==> src/rtl/sd_cmd_sequencer_if.sv <==
// sd_cmd_sequencer_if: UART byte stream in, SD engine control/status out.
// master = sequencer side, slave = surrounding top-level logic.
interface sd_cmd_sequencer_if;
  logic [7:0] rx_data;
  logic       rx_valid;
  logic       sd_init_start;
  logic       sd_read_start;
  logic [7:0] sd_arg;
  logic       sd_init_done;
  logic       sd_init_fail;
  logic       sd_read_done;
  logic       busy;
  logic       sd_ready;
  logic       err;
  logic [2:0] err_code;

  modport master (
    input  rx_data, rx_valid,
    input  sd_init_done, sd_init_fail, sd_read_done,
    output sd_init_start, sd_read_start, sd_arg,
    output busy, sd_ready, err, err_code
  );

  modport slave (
    output rx_data, rx_valid,
    output sd_init_done, sd_init_fail, sd_read_done,
    input  sd_init_start, sd_read_start, sd_arg,
    input  busy, sd_ready, err, err_code
  );
endinterface

==> src/rtl/sd_cmd_sequencer.sv <==
// sd_cmd_sequencer: frames 00 01 <opc> <arg> from UART, drives SD init/read.
// Define CMD_TIMEOUT_EN to add the engine-done watchdog (OP_TIMEOUT).
module sd_cmd_sequencer #(
  parameter int GAP_CYCLES = 150000,
  parameter int OP_TIMEOUT = 50000000
) (
  input logic clk,
  input logic rst_n,
  sd_cmd_sequencer_if.master bus
);
  localparam int GW = $clog2(GAP_CYCLES + 1);
  localparam int TW = $clog2(OP_TIMEOUT + 1);
  localparam logic [GW-1:0] GAP_MAX = GW'(GAP_CYCLES);
  localparam logic [TW-1:0] TO_MAX = TW'(OP_TIMEOUT);
`ifdef CMD_TIMEOUT_EN
  localparam bit WD_EN = 1'b1;
`else
  localparam bit WD_EN = 1'b0;
`endif

  typedef enum logic [2:0] {
    S_SYNC, S_CLASS, S_OPC, S_ARG, S_ISSUE, S_WAIT
  } state_t;

  state_t        state_q, state_d;
  logic          opc_q, opc_d;
  logic [7:0]    arg_q, arg_d;
  logic          ready_q, ready_d;
  logic [GW-1:0] gap_q, gap_d;
  logic [TW-1:0] wd_q, wd_d;
  logic          err_q, err_d;
  logic [2:0]    code_q, code_d;
  logic          in_frame, gap_exp, wd_exp;
  logic          done, hi_err;
  logic          init_start, read_start;

  assign in_frame = (state_q == S_CLASS) ||
                    (state_q == S_OPC) ||
                    (state_q == S_ARG);
  assign gap_exp = in_frame && !bus.rx_valid &&
                   (gap_q == GAP_MAX);
  assign wd_exp = WD_EN && (state_q == S_WAIT) &&
                  (wd_q == TO_MAX);
  // opc_q: 0 = INIT, 1 = READ
  assign done = opc_q ? bus.sd_read_done
                      : bus.sd_init_done;

  always_comb begin
    state_d    = state_q;
    opc_d      = opc_q;
    arg_d      = arg_q;
    ready_d    = ready_q;
    err_d      = 1'b0;
    code_d     = code_q;
    hi_err     = 1'b0;
    init_start = 1'b0;
    read_start = 1'b0;
    gap_d      = gap_q;
    wd_d       = wd_q;

    if (!in_frame || bus.rx_valid) gap_d = '0;
    else if (gap_q != GAP_MAX) gap_d = gap_q + GW'(1);

    if (state_q != S_WAIT) wd_d = '0;
    else if (WD_EN && wd_q != TO_MAX) wd_d = wd_q + TW'(1);

    unique case (state_q)
      S_SYNC:
        if (bus.rx_valid && bus.rx_data == 8'h00)
          state_d = S_CLASS;
      S_CLASS:
        if (bus.rx_valid) begin
          if (bus.rx_data == 8'h01) begin
            state_d = S_OPC;
          end else begin
            err_d   = 1'b1;
            code_d  = 3'd1;
            state_d = S_SYNC;
          end
        end
      S_OPC:
        if (bus.rx_valid) begin
          if (bus.rx_data == 8'h02 ||
              bus.rx_data == 8'h03) begin
            opc_d   = bus.rx_data[0];
            state_d = S_ARG;
          end else begin
            err_d   = 1'b1;
            code_d  = 3'd2;
            state_d = S_SYNC;
          end
        end
      S_ARG:
        if (bus.rx_valid) begin
          arg_d   = bus.rx_data;
          state_d = S_ISSUE;
        end
      S_ISSUE:
        if (!opc_q) begin
          init_start = 1'b1;
          ready_d    = 1'b0;
          state_d    = S_WAIT;
        end else if (ready_q) begin
          read_start = 1'b1;
          state_d    = S_WAIT;
        end else begin
          err_d   = 1'b1;
          code_d  = 3'd3;
          state_d = S_SYNC;
        end
      S_WAIT:
        if (done) begin
          state_d = S_SYNC;
          if (!opc_q) begin
            ready_d = !bus.sd_init_fail;
            if (bus.sd_init_fail) begin
              err_d  = 1'b1;
              code_d = 3'd4;
              hi_err = 1'b1;
            end
          end
        end else if (wd_exp) begin
          err_d   = 1'b1;
          code_d  = 3'd5;
          hi_err  = 1'b1;
          ready_d = 1'b0;
          state_d = S_SYNC;
        end
      default: state_d = S_SYNC;
    endcase

    if (gap_exp) begin
      err_d   = 1'b1;
      code_d  = 3'd6;
      state_d = S_SYNC;
    end

    // a byte arriving while a command is in flight is lost
    if (bus.rx_valid && !hi_err &&
        (state_q == S_ISSUE || state_q == S_WAIT)) begin
      err_d  = 1'b1;
      code_d = 3'd7;
    end
  end

  always_ff @(posedge clk or negedge rst_n) begin
    if (!rst_n) begin
      state_q <= S_SYNC;
      opc_q   <= 1'b0;
      arg_q   <= '0;
      ready_q <= 1'b0;
      gap_q   <= '0;
      wd_q    <= '0;
      err_q   <= 1'b0;
      code_q  <= '0;
    end else begin
      state_q <= state_d;
      opc_q   <= opc_d;
      arg_q   <= arg_d;
      ready_q <= ready_d;
      gap_q   <= gap_d;
      wd_q    <= wd_d;
      err_q   <= err_d;
      code_q  <= code_d;
    end
  end

  assign bus.sd_init_start = init_start;
  assign bus.sd_read_start = read_start;
  assign bus.sd_arg        = arg_q;
  assign bus.busy          = init_start | read_start |
                             (state_q == S_WAIT);
  assign bus.sd_ready      = ready_q;
  assign bus.err           = err_q;
  assign bus.err_code      = code_q;
endmodule

==> src/flat_wrapper.sv <==
// flat-port wrapper written by rule: the top's interface ports become plain ports
module sd_cmd_sequencer_flat 
#(
  parameter int GAP_CYCLES = 150000,
  parameter int OP_TIMEOUT = 50000000
)
  (clk, rst_n, bus_rx_data, bus_rx_valid, bus_sd_init_done, bus_sd_init_fail, bus_sd_read_done, bus_sd_init_start, bus_sd_read_start, bus_sd_arg, bus_busy, bus_sd_ready, bus_err, bus_err_code);
  sd_cmd_sequencer_if bus_i ();
  input logic clk;
  input logic rst_n;
  input wire logic [$bits(bus_i.rx_data)-1:0] bus_rx_data;
  input wire logic [$bits(bus_i.rx_valid)-1:0] bus_rx_valid;
  input wire logic [$bits(bus_i.sd_init_done)-1:0] bus_sd_init_done;
  input wire logic [$bits(bus_i.sd_init_fail)-1:0] bus_sd_init_fail;
  input wire logic [$bits(bus_i.sd_read_done)-1:0] bus_sd_read_done;
  output wire logic [$bits(bus_i.sd_init_start)-1:0] bus_sd_init_start;
  output wire logic [$bits(bus_i.sd_read_start)-1:0] bus_sd_read_start;
  output wire logic [$bits(bus_i.sd_arg)-1:0] bus_sd_arg;
  output wire logic [$bits(bus_i.busy)-1:0] bus_busy;
  output wire logic [$bits(bus_i.sd_ready)-1:0] bus_sd_ready;
  output wire logic [$bits(bus_i.err)-1:0] bus_err;
  output wire logic [$bits(bus_i.err_code)-1:0] bus_err_code;
  assign bus_i.rx_data = bus_rx_data;
  assign bus_i.rx_valid = bus_rx_valid;
  assign bus_i.sd_init_done = bus_sd_init_done;
  assign bus_i.sd_init_fail = bus_sd_init_fail;
  assign bus_i.sd_read_done = bus_sd_read_done;
  assign bus_sd_init_start = bus_i.sd_init_start;
  assign bus_sd_read_start = bus_i.sd_read_start;
  assign bus_sd_arg = bus_i.sd_arg;
  assign bus_busy = bus_i.busy;
  assign bus_sd_ready = bus_i.sd_ready;
  assign bus_err = bus_i.err;
  assign bus_err_code = bus_i.err_code;
  sd_cmd_sequencer #(.GAP_CYCLES(GAP_CYCLES), .OP_TIMEOUT(OP_TIMEOUT)) u_core (.clk(clk), .rst_n(rst_n), .bus(bus_i));
endmodule
==> config.mk <==
export PLATFORM = sky130hd
export DESIGN_NAME = sd_cmd_sequencer_flat
export DESIGN_NICKNAME = d
export VERILOG_FILES = /design/src/rtl/sd_cmd_sequencer_if.sv /design/src/rtl/sd_cmd_sequencer.sv /design/src/flat_wrapper.sv
export SDC_FILE = /design/constraint.sdc
export NUM_CORES = 1
export LEC_CHECK = 0
export ABC_AREA = 1
export CORE_UTILIZATION = 40
export DETAILED_ROUTE_END_ITERATION = 16
export HOLD_SLACK_MARGIN = 0.1
export SLEW_MARGIN = 40
export SYNTH_ARGS = -nofsm -noshare
export SYNTH_HDL_FRONTEND = slang
export SYNTH_SLANG_ARGS = --single-unit
export TNS_END_PERCENT = 30
==> constraint.sdc <==
create_clock -name clk -period 2.9 [get_ports clk]
set_clock_uncertainty 0.05 [all_clocks]
set_input_delay 0.58 -clock clk [delete_from_list [all_inputs] [get_ports clk]]
set_output_delay 0.58 -clock clk [all_outputs]
set_load 0.02 [all_outputs]
* Word level (Yosys, flattened, before mapping)
Index checks and enable logic that the tools add are counted.
Word-level totals: bits in registers 35, bits in latches 0, memory bits (writable) 0, memory bits (read-only) 0, input bits 14, output and inout bits 16, word-level logic and storage cells 109, memories kept 0
Cells by class: $add $sub $neg 1, $mul 0, divide/modulo/power cells 0, $lt $le $gt $ge 0, equality and inequality tests 27, shift operators 0, muxes and demuxes 48, bitwise logic cells 2, reductions and logical operators 24
Operators with widths (count):
- 3-bit 2-to-1 mux | 19
- 18-bit 2-to-1 mux | 2
- 1-bit 2-to-1 mux | 21
- 4-bit by 3-bit != test with 1-bit output, second input constant | 5
- 18-bit by 1-bit adder with 18-bit output, second input constant | 1
- 18-bit == test, second input constant | 1
- 18-bit != test, second input constant | 1
- 3-bit case mux with 6 select lines | 1
- 8-bit by 2-bit == test with 1-bit output, second input constant | 2
- 3-bit case mux with 4 select lines | 1
- 10-bit AND reduction | 1
- 3-bit by 2-bit != test with 1-bit output, second input constant | 3
- 8-bit by 1-bit == test with 1-bit output, second input constant | 1
- 8-bit logical NOT | 1
- 4-bit by 2-bit != test with 1-bit output, second input constant | 2
- 4-bit != test, second input constant | 2
- 3-bit by 2-bit == test with 1-bit output, second input constant | 2
- 3-bit == test, second input constant | 2
- 3-bit by 1-bit != test with 1-bit output, second input constant | 2
- 6-bit nonzero test | 1
- 1-bit logical AND | 5
- 1-bit logical OR | 5
- 5-bit AND reduction | 1
- 1-bit logical NOT | 4
- other kinds (12) | 16

* Logic depth before layout (Yosys ltp)
Gate-level depths: netlist of the first run.
depth after elaboration 9, mapped depth 10, gate-level depth less buffers 10

* Worst setup path after synthesis of the first run
OpenSTA, ideal clock, no wires.
kind reg-to-output, start register u_core.state_q[0], end output bus_busy, arrival time 1350 ps, required time 2270 ps, path slack 920 ps, stages on the path, launching flop included 6, buffers on the path 0, cell sequence dfrtp_1 -> nor2_4 -> nand2_1 -> nor2_1 -> nor2_1 -> nand2_1
Between the ends: word-level cells in the longest chain between the ends 4
RTL lines:
- from (decl) | line sd_cmd_sequencer.sv:25 | state_t state_q, state_d;
- from (signal assigned) | line sd_cmd_sequencer.sv:157 | state_q <= state_d;
- 3-bit == test | line sd_cmd_sequencer.sv:67 | unique case (state_q)
- 1-bit 2-to-1 mux | line sd_cmd_sequencer.sv:67
- net bus_sd_init_start | line flat_wrapper.sv:16 | output wire logic [$bits(bus_i.sd_init_start)-1:0] bus_sd_init_start;
- 1-bit OR (2 in a row) | line sd_cmd_sequencer.sv:171 | assign bus.busy = init_start | read_start |
- to (decl) | line flat_wrapper.sv:19 | output wire logic [$bits(bus_i.busy)-1:0] bus_busy;
The timed path passes the listed nets, and every way through them passes these cells.

* Worst setup path in the final report of the first run
start register u_core.state_q[0], end output bus_busy
Between the ends: word-level cells in the longest chain between the ends 4
RTL lines (line):
- 3-bit == test | sd_cmd_sequencer.sv:67
- 1-bit 2-to-1 mux | sd_cmd_sequencer.sv:67
- 1-bit OR | sd_cmd_sequencer.sv:171
- 1-bit OR (*) | sd_cmd_sequencer.sv:171
Every way passes the cells marked *; elsewhere a longest branch is shown, timed or not.

==> summary.md, run 1 <==
| Metric | Value |
|---|---|
| Cts repair resizes | 0 |
| DR pass1 iterations | 4 |
| Clock transition at path regs | ~0.07 ns |
| Reg-to-Reg Start | u_core.state_q[2] |
| Total number of vias | 1,740 |
| Fmax | 380 MHz |
| Die height | 71.8 um |
| Flop2flop setup slack | roughly 1.1 ns |
| Synth Instances | 268 |
| Synth top area share | between 40% and 50% |
| Share of cells above drive strength 1 | 6.95% |
| Routability cong. | 0.854 |
| Total grt overflow | 0 |
| Fin area | around 2400 sq um |
| Worst min-delay path class | in -> async |
| Clock Latency Late Sink | 0.29 ns |
| Clk buf depth | 2 |
| Post-Synth XOR/XNOR Area | 0% |
| Initial DRC count | between 90 and 100 |
| Final antenna-violating net count | 0 |
| Starting density of the core | between 40 and 50% |
| DP Area | 2290 sq um |
| Sw frac | a little under a third |
| Drt drc | 0 |
| CTS root buf | clkbuf_8 |
| Total wire length | between 4000 and 5000 um |
| Worst EP required | 2.27 ns |
| RSZ-0062 raised after global routing | no |
| Simple-Gate Fraction of Synth Area | between 30% and 40% |
| Buffers on Ports | 29 |
| Largest family of logic cells by synthesized area | simple AND/OR/NAND/NOR gates |
| Crit. Startpoint | u_core.state_q[0] |
| Setup CP Type | reg -> out |
| Max_cap viols | 0 |
| Wire length per cell | 11.5 um |
| # rows | 25 |
| Cell variety after synth | 25 |
| Leakage | 1.15 nW |
| Die area | a little over 5000 sq um |
| Core area | 4690 sq um |
| CTS tree | done |
| R2R depth | 8 |
| Critical path's largest stage delay | 0.60 ns |
| Final Hold Fails | 0 |
| Setup violators final | 0 |
| Avg Synthesized Cell Area | 7.26 sq um |
| Cell taking the most area after synthesis | dfrtp_1 |
| Relative slew slack | 61.2% |
| Num ports | 30 |
| Post-CTS Setup Inserts | 0 |
| Area delta synth->final | 22.3% |
| First-pass GRT wire length | 7320 um |
| Antenna Cells | 0 |
| Int Power | just under 0.8 mW |
| H-tree lvl count | 2 |
| FF+latch count, synth | 35 |
| Pin slew with the least headroom to its limit | 0.581 ns |
| Hold Buf Count CTS | 0 |
| PwrDens | around 480 nW/um^2 |
| Switch Pwr | about 0.34 mW |
| Largest net degree at the start of global routing | 36 |
| CP max stage cell | clkdlybuf4s50_1 |
| Worst EP arrival | 2.00 ns |
| Post-synthesis sequential area ratio | between 40% and 50% |
| Flop pwr share | between 40% and 50% |
| Worst path depth | 6 |
| Comb pwr share | 20.3% |
| Crit path launch type | register |
| Nets | 318 |
| Initial antenna violation count | 0 |
| Cell area after synthesis | 1950 sq um |
| Clk pwr share | between 30% and 40% |
| Worst Path Max Fanout | 7 |
| All-Layer GR Usage | 18.0% |
| Vias in the first global route | between 1,500 and 2,000 |
| Post-synthesis mux area share | 0% |
| Crit end category | primary output |
| Clock buffer count from CTS | 5 |
| Setup TNS | 0 ns |
| CTS sink cnt | 35 |
| Final period util | just over 90% |
| Compound-cell area share of the yosys netlist | 11.4% |
| Max-slew violation count | 0 |
| Worst VDD drop | 315 uV |
| Syn nets | 284 |
| CP Cell Sequence | nor2_4 -> nand2_1 -> nor2_1 -> nor2_1 -> nand2_1 -> clkdlybuf4s50_1 |
| Adder-Cell Fraction of Synth Area | 1.29% |
| Status | complete, no violations |
| Crit path to | bus_busy |
| Vias per Instance | a little under 5 |
| Syn. warnings | 0 |
| WP buf/inv | 1 |
| Die X | 71.8 um |
| Detailed Place HPWL | about 3000 um |
| Reg-to-Reg End | u_core.bus.err_code[0] |
| Synth top area cells | dfrtp_1 (45%), nand2_1 (13%), inv_1 (8.5%) |
| Post-layout minimum cycle time | 2.63 ns |
| Crit path max-delay family | simple AND/OR/NAND/NOR gates |
==> final cells by class <==
cell class	instances	area (sq um)
fill	472	2310
multi-input combinational	187	897
sequential	35	876
timing repair buffer	29	288
inverter	44	165
clock buffer	6	82.6
tap	54	67.6
clock inverter	1	5.00
==> worst min path at each step <==
stage	endpoint	startpoint	slack, ns	cells after the start
2_1_floorplan	u_core.bus.err	rst_n	0.23	0
3_3_place_gp	u_core.bus.err_code[1]	u_core.bus.err_code[1]	0.41	2
3_5_place_dp	u_core.bus.err_code[1]	u_core.bus.err_code[1]	0.42	2
4_1_cts	u_core.opc_q	rst_n	0.35	1
5_1_grt	u_core.gap_q[15]	rst_n	0.23	1
6_report	u_core.opc_q	rst_n	0.19	1
==> cells in the final DEF (no fill, tap or decap), types with 2 or more instances in the layout <==
master and n:
nand2_2 2, nor3_1 4, o21ai_1 2, nor2_2 3, inv_1 44, o21ai_0 23
nand3_1 21, nand4_1 7, nand2_1 66, a21oi_1 15, clkdlybuf4s50_1 28, ha_1 2
nor2_4 3, clkbuf_8 6, nor2_1 30, dfrtp_1 35
==> registers in the layout, summed over array words and instances, names as in the netlist <==
register             cells
u_core.gap_q            18
u_core.bus.err           1
u_core.bus.sd_arg        8
u_core.bus.sd_ready      1
u_core.bus.err_code      3
u_core.opc_q             1
u_core.state_q           3
==> power by group through the flow <==
stage | sequential, mW | combinational, mW | clock, mW
6_report | 0.545 | 0.230 | 0.359
5_1_grt | 0.549 | 0.256 | 0.392
4_1_cts | 0.546 | 0.233 | 0.375
3_5_place_dp | 0.554 | 0.231 | 0
3_3_place_gp | 0.554 | 0.230 | 0
2_1_floorplan | 0.566 | 0.131 | 0
==> through the flow <==
step / std cells / power [mW] / worst slack [ns] / util [%] / hold WS (ns)
after global placement: 349 / 0.785 / 0.600 / 48.8 / 0.407
final: 356 / 1.14 / 0.265 / 50.7 / 0.187
after detailed placement: 349 / 0.785 / 0.559 / 48.8 / 0.415
after floorplan: 268 / 0.697 / 0.920 / - / 0.234
after CTS: 356 / 1.15 / 0.236 / 50.7 / 0.352
after global routing: 356 / 1.20 / 0.0946 / 50.7 / 0.233
==> layer usage <==
metal	global-route usage [%]	vias up	routed length, um
li1	-	918	-
met3	3.52	7	152
met5	0	-	0
met4	6.54	0	25
met2	31.8	35	1980
met1	21.9	780	1950
==> cell families (layout without fill, tap and decap cells) <==
| kind of cell | count (synthesis) | after routing |
|---|---|---|
| and+or+nand+nor | 142 | 142 |
| buffers and inverters | 46 | 80 |
| AOI/OAI and AO/OA | 43 | 43 |
| DFF | 35 | 35 |
| adders and majority gates | 2 | 2 |
==> worst register-to-register path, delay by kind of cell, from the launching register on <==
family,cells,cell delay (ns)
AO/OA/AOI/OAI,1,0.06
AND/OR/NAND/NOR,6,0.99
flip-flops,1,0.40
buffers and inverters,1,0.16
==> cell usage after synthesis (all sizes together) <==
cell and instances:
o31ai 1, and3 1, nor3 5, clkbuf 1, o21ai 25, nand2 69, a21oi 15, nand4 7
inv 44, o22ai 1, a211oi 1, dfrtp 35, or2 1, nand3 22, nor3b 1, nor2 36
buf 1, ha 2
(Power assumes the default switching activity.)
==> inputs of run 2 (changes only) <==
--- a/config.mk
+++ b/config.mk
@@ -9,6 +9,7 @@
 export CORE_UTILIZATION = 40
 export DETAILED_ROUTE_END_ITERATION = 16
 export HOLD_SLACK_MARGIN = 0.1
+export MAX_ROUTING_LAYER = met4
 export SLEW_MARGIN = 40
 export SYNTH_ARGS = -nofsm -noshare
 export SYNTH_HDL_FRONTEND = slang
==> summary.md, run 2 (synthesized netlist as in run 1, its figures left out) <==
| Metric | Value |
|---|---|
| Final Hold Fails | 0 |
| Clock buffer count from CTS | 5 |
| Clk buf depth | 2 |
| Fmax | 380 MHz |
| Reg-to-Reg Start | u_core.state_q[2] |
| Met3 usage | 3.52% |
| M2 GR Usage | 31.8% |
| Initial antenna violation count | 0 |
| Crit end category | primary output |
| Worst EP required | 2.27 ns |
| WP buf/inv | 1 |
| Die area | 5150 sq um |
| Routability cong. | 0.868 |
| Max-slew violation count | 0 |
| PwrDens | ~480 nW/um^2 |
| Detailed Place HPWL | 3010 um |
| Wire length per cell | 11.5 um |
| # rows | 25 |
| H-tree lvl count | 2 |
| Global Route met1 Usage | 21.9% |
| Total number of vias | ~1,700 |
| Post-CTS Setup Inserts | 0 |
| Multi-input logic area | approximately 900 sq um |
| Starting density of the core | 41.5% |
| Die X | 71.8 um |
| All-Layer GR Usage | 18.6% |
| Pin slew with the least headroom to its limit | a little under 0.6 ns |
| Post-layout util | 50.7% |
| Crit path launch type | register |
| Largest net degree at the start of global routing | 36 |
| R2R depth | 8 |
| Clock Latency Late Sink | 0.29 ns |
| Commonest cells after routing, fill and taps aside | nand2_1 (66), inv_1 (44), dfrtp_1 (35) |
| Reg area | between 800 and 900 sq um |
| Reg with most FFs | u_core.gap_q |
| Buffers on Ports | 29 |
| Worst EP arrival | around 2.0 ns |
| CTS root buf | clkbuf_8 |
| CTS tree | done |
| Post-layout minimum cycle time | 2.63 ns |
| Num ports | 30 |
| Drt drc | 0 |
| First-pass GRT wire length | around 7300 um |
| Total wire length | roughly 4100 um |
| Gr busiest metal | met2 |
| Flop2flop setup slack | 1.14 ns |
| Antenna Cells | 0 |
| Commonest non-fill, non-tap cell in the layout | nand2_1 |
| Initial DRC count | 96 |
| Nets | 318 |
| Leakage | 1.15 nW |
| Relative slew slack | 61.2% |
| Status | complete, no violations |
| Worst min-delay path class | in -> async |
| Worst VDD drop | around 320 uV |
| Critical path's largest stage delay | 0.60 ns |
| RSZ-0062 raised after global routing | no |
| Vias per Instance | 4.89 |
| CP max stage cell | clkdlybuf4s50_1 |
| Clock transition at path regs | 0.07 ns |
| CTS sink cnt | 35 |
| # fillers | 472 |
| Worst Path Max Fanout | 7 |
| Setup violators final | 0 |
| Number of flip-flops in the largest register | 18 |
| Die height | 71.8 um |
| Core area | about 4700 sq um |
| Final period util | 90.8% |
| Hold Buf Count CTS | 0 |
| Setup CP Type | reg -> out |
| Total grt overflow | 0 |
| Share of cells above drive strength 1 | 6.95% |
| CP Cell Sequence | nor2_4 -> nand2_1 -> nor2_1 -> nor2_1 -> nand2_1 -> clkdlybuf4s50_1 |
| Area delta synth->final | 22.3% |
| Final antenna-violating net count | 0 |
| Crit path max-delay family | simple AND/OR/NAND/NOR gates |
| Max_cap viols | 0 |
| Cts repair resizes | 0 |
| DR pass1 iterations | 4 |
| Setup TNS | 0 ns |
| Vias in the first global route | around 1,700 |
| Reg-to-Reg End | u_core.bus.err_code[0] |
## run 2: cell counts in the layout (fill, tap and decap cells not counted)
No cell type changed its count.
## run 2: layout make-up
type                            count  area share, %
Timing Repair Buffer               29           12.1
Sequential cell                    35           36.8
Multi-Input combinational cell    187           37.7
Clock inverter                      1          0.210
Tap cell                           54           2.84
Inverter                           44           6.94
Clock buffer                        6           3.47
## run 2: per-stage QoR
step / power, mW / hold WS [ns] / setup slack (ns) / instances / cell area [sq um]
floorplan: 0.697 / 0.234 / 0.920 / 268 / 1950
global placement: 0.785 / 0.407 / 0.600 / 349 / 2290
detailed placement: 0.785 / 0.415 / 0.559 / 349 / 2290
CTS: 1.15 / 0.352 / 0.236 / 356 / 2380
global route: 1.20 / 0.233 / 0.0946 / 356 / 2380
finish: 1.14 / 0.187 / 0.266 / 356 / 2380
## run 2: worst max path at each step
stage,slack (ns),endpoint,cells after the start,from
4_1_cts,0.24,bus_busy,6,u_core.state_q[0]
5_1_grt,0.09,bus_busy,6,u_core.state_q[0]
6_report,0.27,bus_busy,6,u_core.state_q[0]
3_3_place_gp,0.60,bus_busy,6,u_core.state_q[0]
2_1_floorplan,0.92,bus_busy,5,u_core.state_q[0]
3_5_place_dp,0.56,u_core.bus.err_code[0],9,bus_rx_valid
## run 2: where the power goes
| part | internal (mW) | total, mW | switching [mW] | leakage [nW] |
|---|---|---|---|---|
| clock network | 0.186 | 0.360 | 0.174 | 0.0470 |
| registers | 0.515 | 0.545 | 0.0307 | 0.483 |
| logic | 0.0923 | 0.230 | 0.138 | 0.622 |
## run 2: worst register-to-register path: stages, from the launching register on
cell and delay, ns:
dfrtp_1 0.40, inv_1 0.16, nand2_1 0.14, nor2_4 0.29, nand4_1 0.31, nand2_1 0.13
nand2_1 0.05, o21ai_0 0.06, nand2_1 0.07
## run 2: routing by layer
metal / routed length, um / vias up
li1: - / 918
met1: 1950 / 780
met2: 1960 / 37
met3: 157 / 6
met4: 38 / 0
met5: 0 / -
==> inputs of run 3 (changes only) <==
--- a/config.mk
+++ b/config.mk
@@ -10,6 +10,7 @@
 export DETAILED_ROUTE_END_ITERATION = 16
 export HOLD_SLACK_MARGIN = 0.1
 export MAX_ROUTING_LAYER = met4
+export PLACE_DENSITY = 0.61
 export SLEW_MARGIN = 40
 export SYNTH_ARGS = -nofsm -noshare
 export SYNTH_HDL_FRONTEND = slang
==> summary.md, run 3 (synthesized netlist as in run 1, its figures left out) <==
| Metric | Value |
|---|---|
| CTS root buf | clkbuf_8 |
| Status | complete, no violations |
| All-Layer GR Usage | 18.8% |
| Met3 usage | 4.78% |
| Total grt overflow | 0 |
| Post-layout util | between 50% and 60% |
| Worst VDD drop | 280 uV |
| Global Route met1 Usage | approximately 22% |
| First-pass GRT wire length | 7310 um |
| # rows | 25 |
| Total wire length | 4160 um |
| Setup slack after layout | roughly 0.24 ns |
| Max_cap viols | 0 |
| Worst min-delay path class | in -> async |
| Vias in the first global route | 1,725 |
| Commonest cells after routing, fill and taps aside | nand2_1 (66), inv_1 (44), dfrtp_1 (35) |
| DP Area | roughly 2300 sq um |
| DR pass1 iterations | 4 |
| M2 GR Usage | 30.4% |
| Cts repair resizes | 0 |
| H-tree lvl count | 2 |
| Critical path's largest stage delay | 0.60 ns |
| Clock transition at path regs | 0.07 ns |
| Routability cong. | 0.856 |
| Clock Latency Late Sink | a little under 0.3 ns |
| CTS sink cnt | 35 |
| Worst EP required | 2.27 ns |
| Int Power | around 0.82 mW |
| Largest net degree at the start of global routing | 36 |
| Worst EP arrival | 2.03 ns |
| Switch Pwr | 0.346 mW |
| Final antenna-violating net count | 0 |
| Sw frac | between 20 and 30% |
| Die area | 5150 sq um |
| Total number of vias | 1,756 |
| Share of cells above drive strength 1 | around 6.9% |
| Die height | approximately 70 um |
| Area delta synth->final | 22.9% |
| Final period util | approximately nine tenths |
| Flop pwr share | about 47% |
| CTS tree | done |
| Setup CP Type | reg -> out |
| Setup violators final | 0 |
| Setup TNS | 0 ns |
| RSZ-0062 raised after global routing | no |
| Relative slew slack | 61.1% |
| Comb pwr share | 19.6% |
| Clk pwr share | 33.8% |
| Crit path max-delay family | simple AND/OR/NAND/NOR gates |
| PwrDens | just under 500 nW/um^2 |
| WP buf/inv | 1 |
| Drt drc | 0 |
| Fmax | roughly 380 MHz |
| Commonest non-fill, non-tap cell in the layout | nand2_1 |
| Hold Buf Count CTS | 0 |
| Pin slew with the least headroom to its limit | approximately 0.58 ns |
| Buffers on Ports | 29 |
| Num ports | 30 |
| Max-slew violation count | 0 |
| Post-layout minimum cycle time | 2.66 ns |
| Core area | roughly 4700 sq um |
| Die X | roughly 72 um |
| Reg with most FFs | u_core.gap_q |
| CP Cell Sequence | nor2_4 -> nand2_1 -> nor2_1 -> nor2_1 -> nand2_1 -> clkdlybuf4s50_1 |
| Gr busiest metal | met2 |
| Worst hold slack | 0.185 ns |
| Detailed Place HPWL | about 3100 um |
| Crit path launch type | register |
| Starting density of the core | 41.5% |
| Final Hold Fails | 0 |
| Initial DRC count | 59 |
| Antenna Cells | 0 |
| Worst Path Max Fanout | 7 |
| Wire length per cell | 11.6 um |
| Clock buffer count from CTS | 5 |
| Crit end category | primary output |
| Post-CTS Setup Inserts | 0 |
| Number of flip-flops in the largest register | 18 |
| Vias per Instance | 4.92 |
| Fin area | 2390 sq um |
| Clk buf depth | 2 |
| Pre-CTS setup slack | 0.569 ns |
| CP max stage cell | clkdlybuf4s50_1 |
| Nets | 318 |
| Initial antenna violation count | 0 |
| Leakage | 1.16 nW |
-- run 3: cell count changes in the layout (fill, tap and decap cells not counted) --
| cell | delta |
|---|---|
| clkbuf_1 | +1 |
| clkinv_2 | -1 |
| clkbuf_8 | +1 |
-- run 3: layer usage --
layer	share of wire, %	wire length (um)
met3	3.4	143
met2	46	1900
met5	0	0
met1	49	2020
met4	2.3	95
-- run 3: through the flow --
stage	total power, mW	cells
2_1_floorplan	0.697	268
3_3_place_gp	0.784	349
3_5_place_dp	0.784	349
4_1_cts	1.18	357
5_1_grt	1.24	357
6_report	1.17	357
-- run 3: final cells by class --
type                       count  area (sq um)
tap                           54          67.6
fill                         481          2300
timing repair buffer          29           288
sequential                    35           876
inverter                      44           165
multi-input combinational    187           897
clock buffer                   8           100
-- run 3: path summary, 6_finish.rpt --
path / to / depth (start not counted) / slack, ns / startpoint
hold / removal: u_core.gap_q[7] / 1 / 0.19 / rst_n
hold reg to reg: u_core.bus.err_code[1] / 2 / 0.43 / u_core.bus.err_code[1]
setup / recovery: bus_busy / 6 / 0.24 / u_core.state_q[0]
max in group asynchronous: u_core.bus.sd_arg[2] / 1 / 2.29 / rst_n
setup reg to reg: u_core.bus.err_code[0] / 8 / 1.15 / u_core.state_q[2]
min in group clk: u_core.bus.err_code[1] / 2 / 0.43 / u_core.bus.err_code[1]
-- run 3: worst reg2reg max path, cell delays in order, from the launching register on --
cell     delay (ns)
dfrtp_1        0.41
inv_1          0.15
nand2_1        0.13
nor2_4         0.29
nand4_1        0.31
nand2_1        0.13
nand2_1        0.05
o21ai_0        0.06
nand2_1        0.06
-- run 3: power by group through the flow --
stage	logic (mW)	registers [mW]	clock network (mW)
floorplan	0.131	0.566	0
global placement	0.230	0.554	0
detailed placement	0.231	0.553	0
CTS	0.231	0.545	0.407
global route	0.260	0.547	0.428
finish	0.229	0.545	0.395
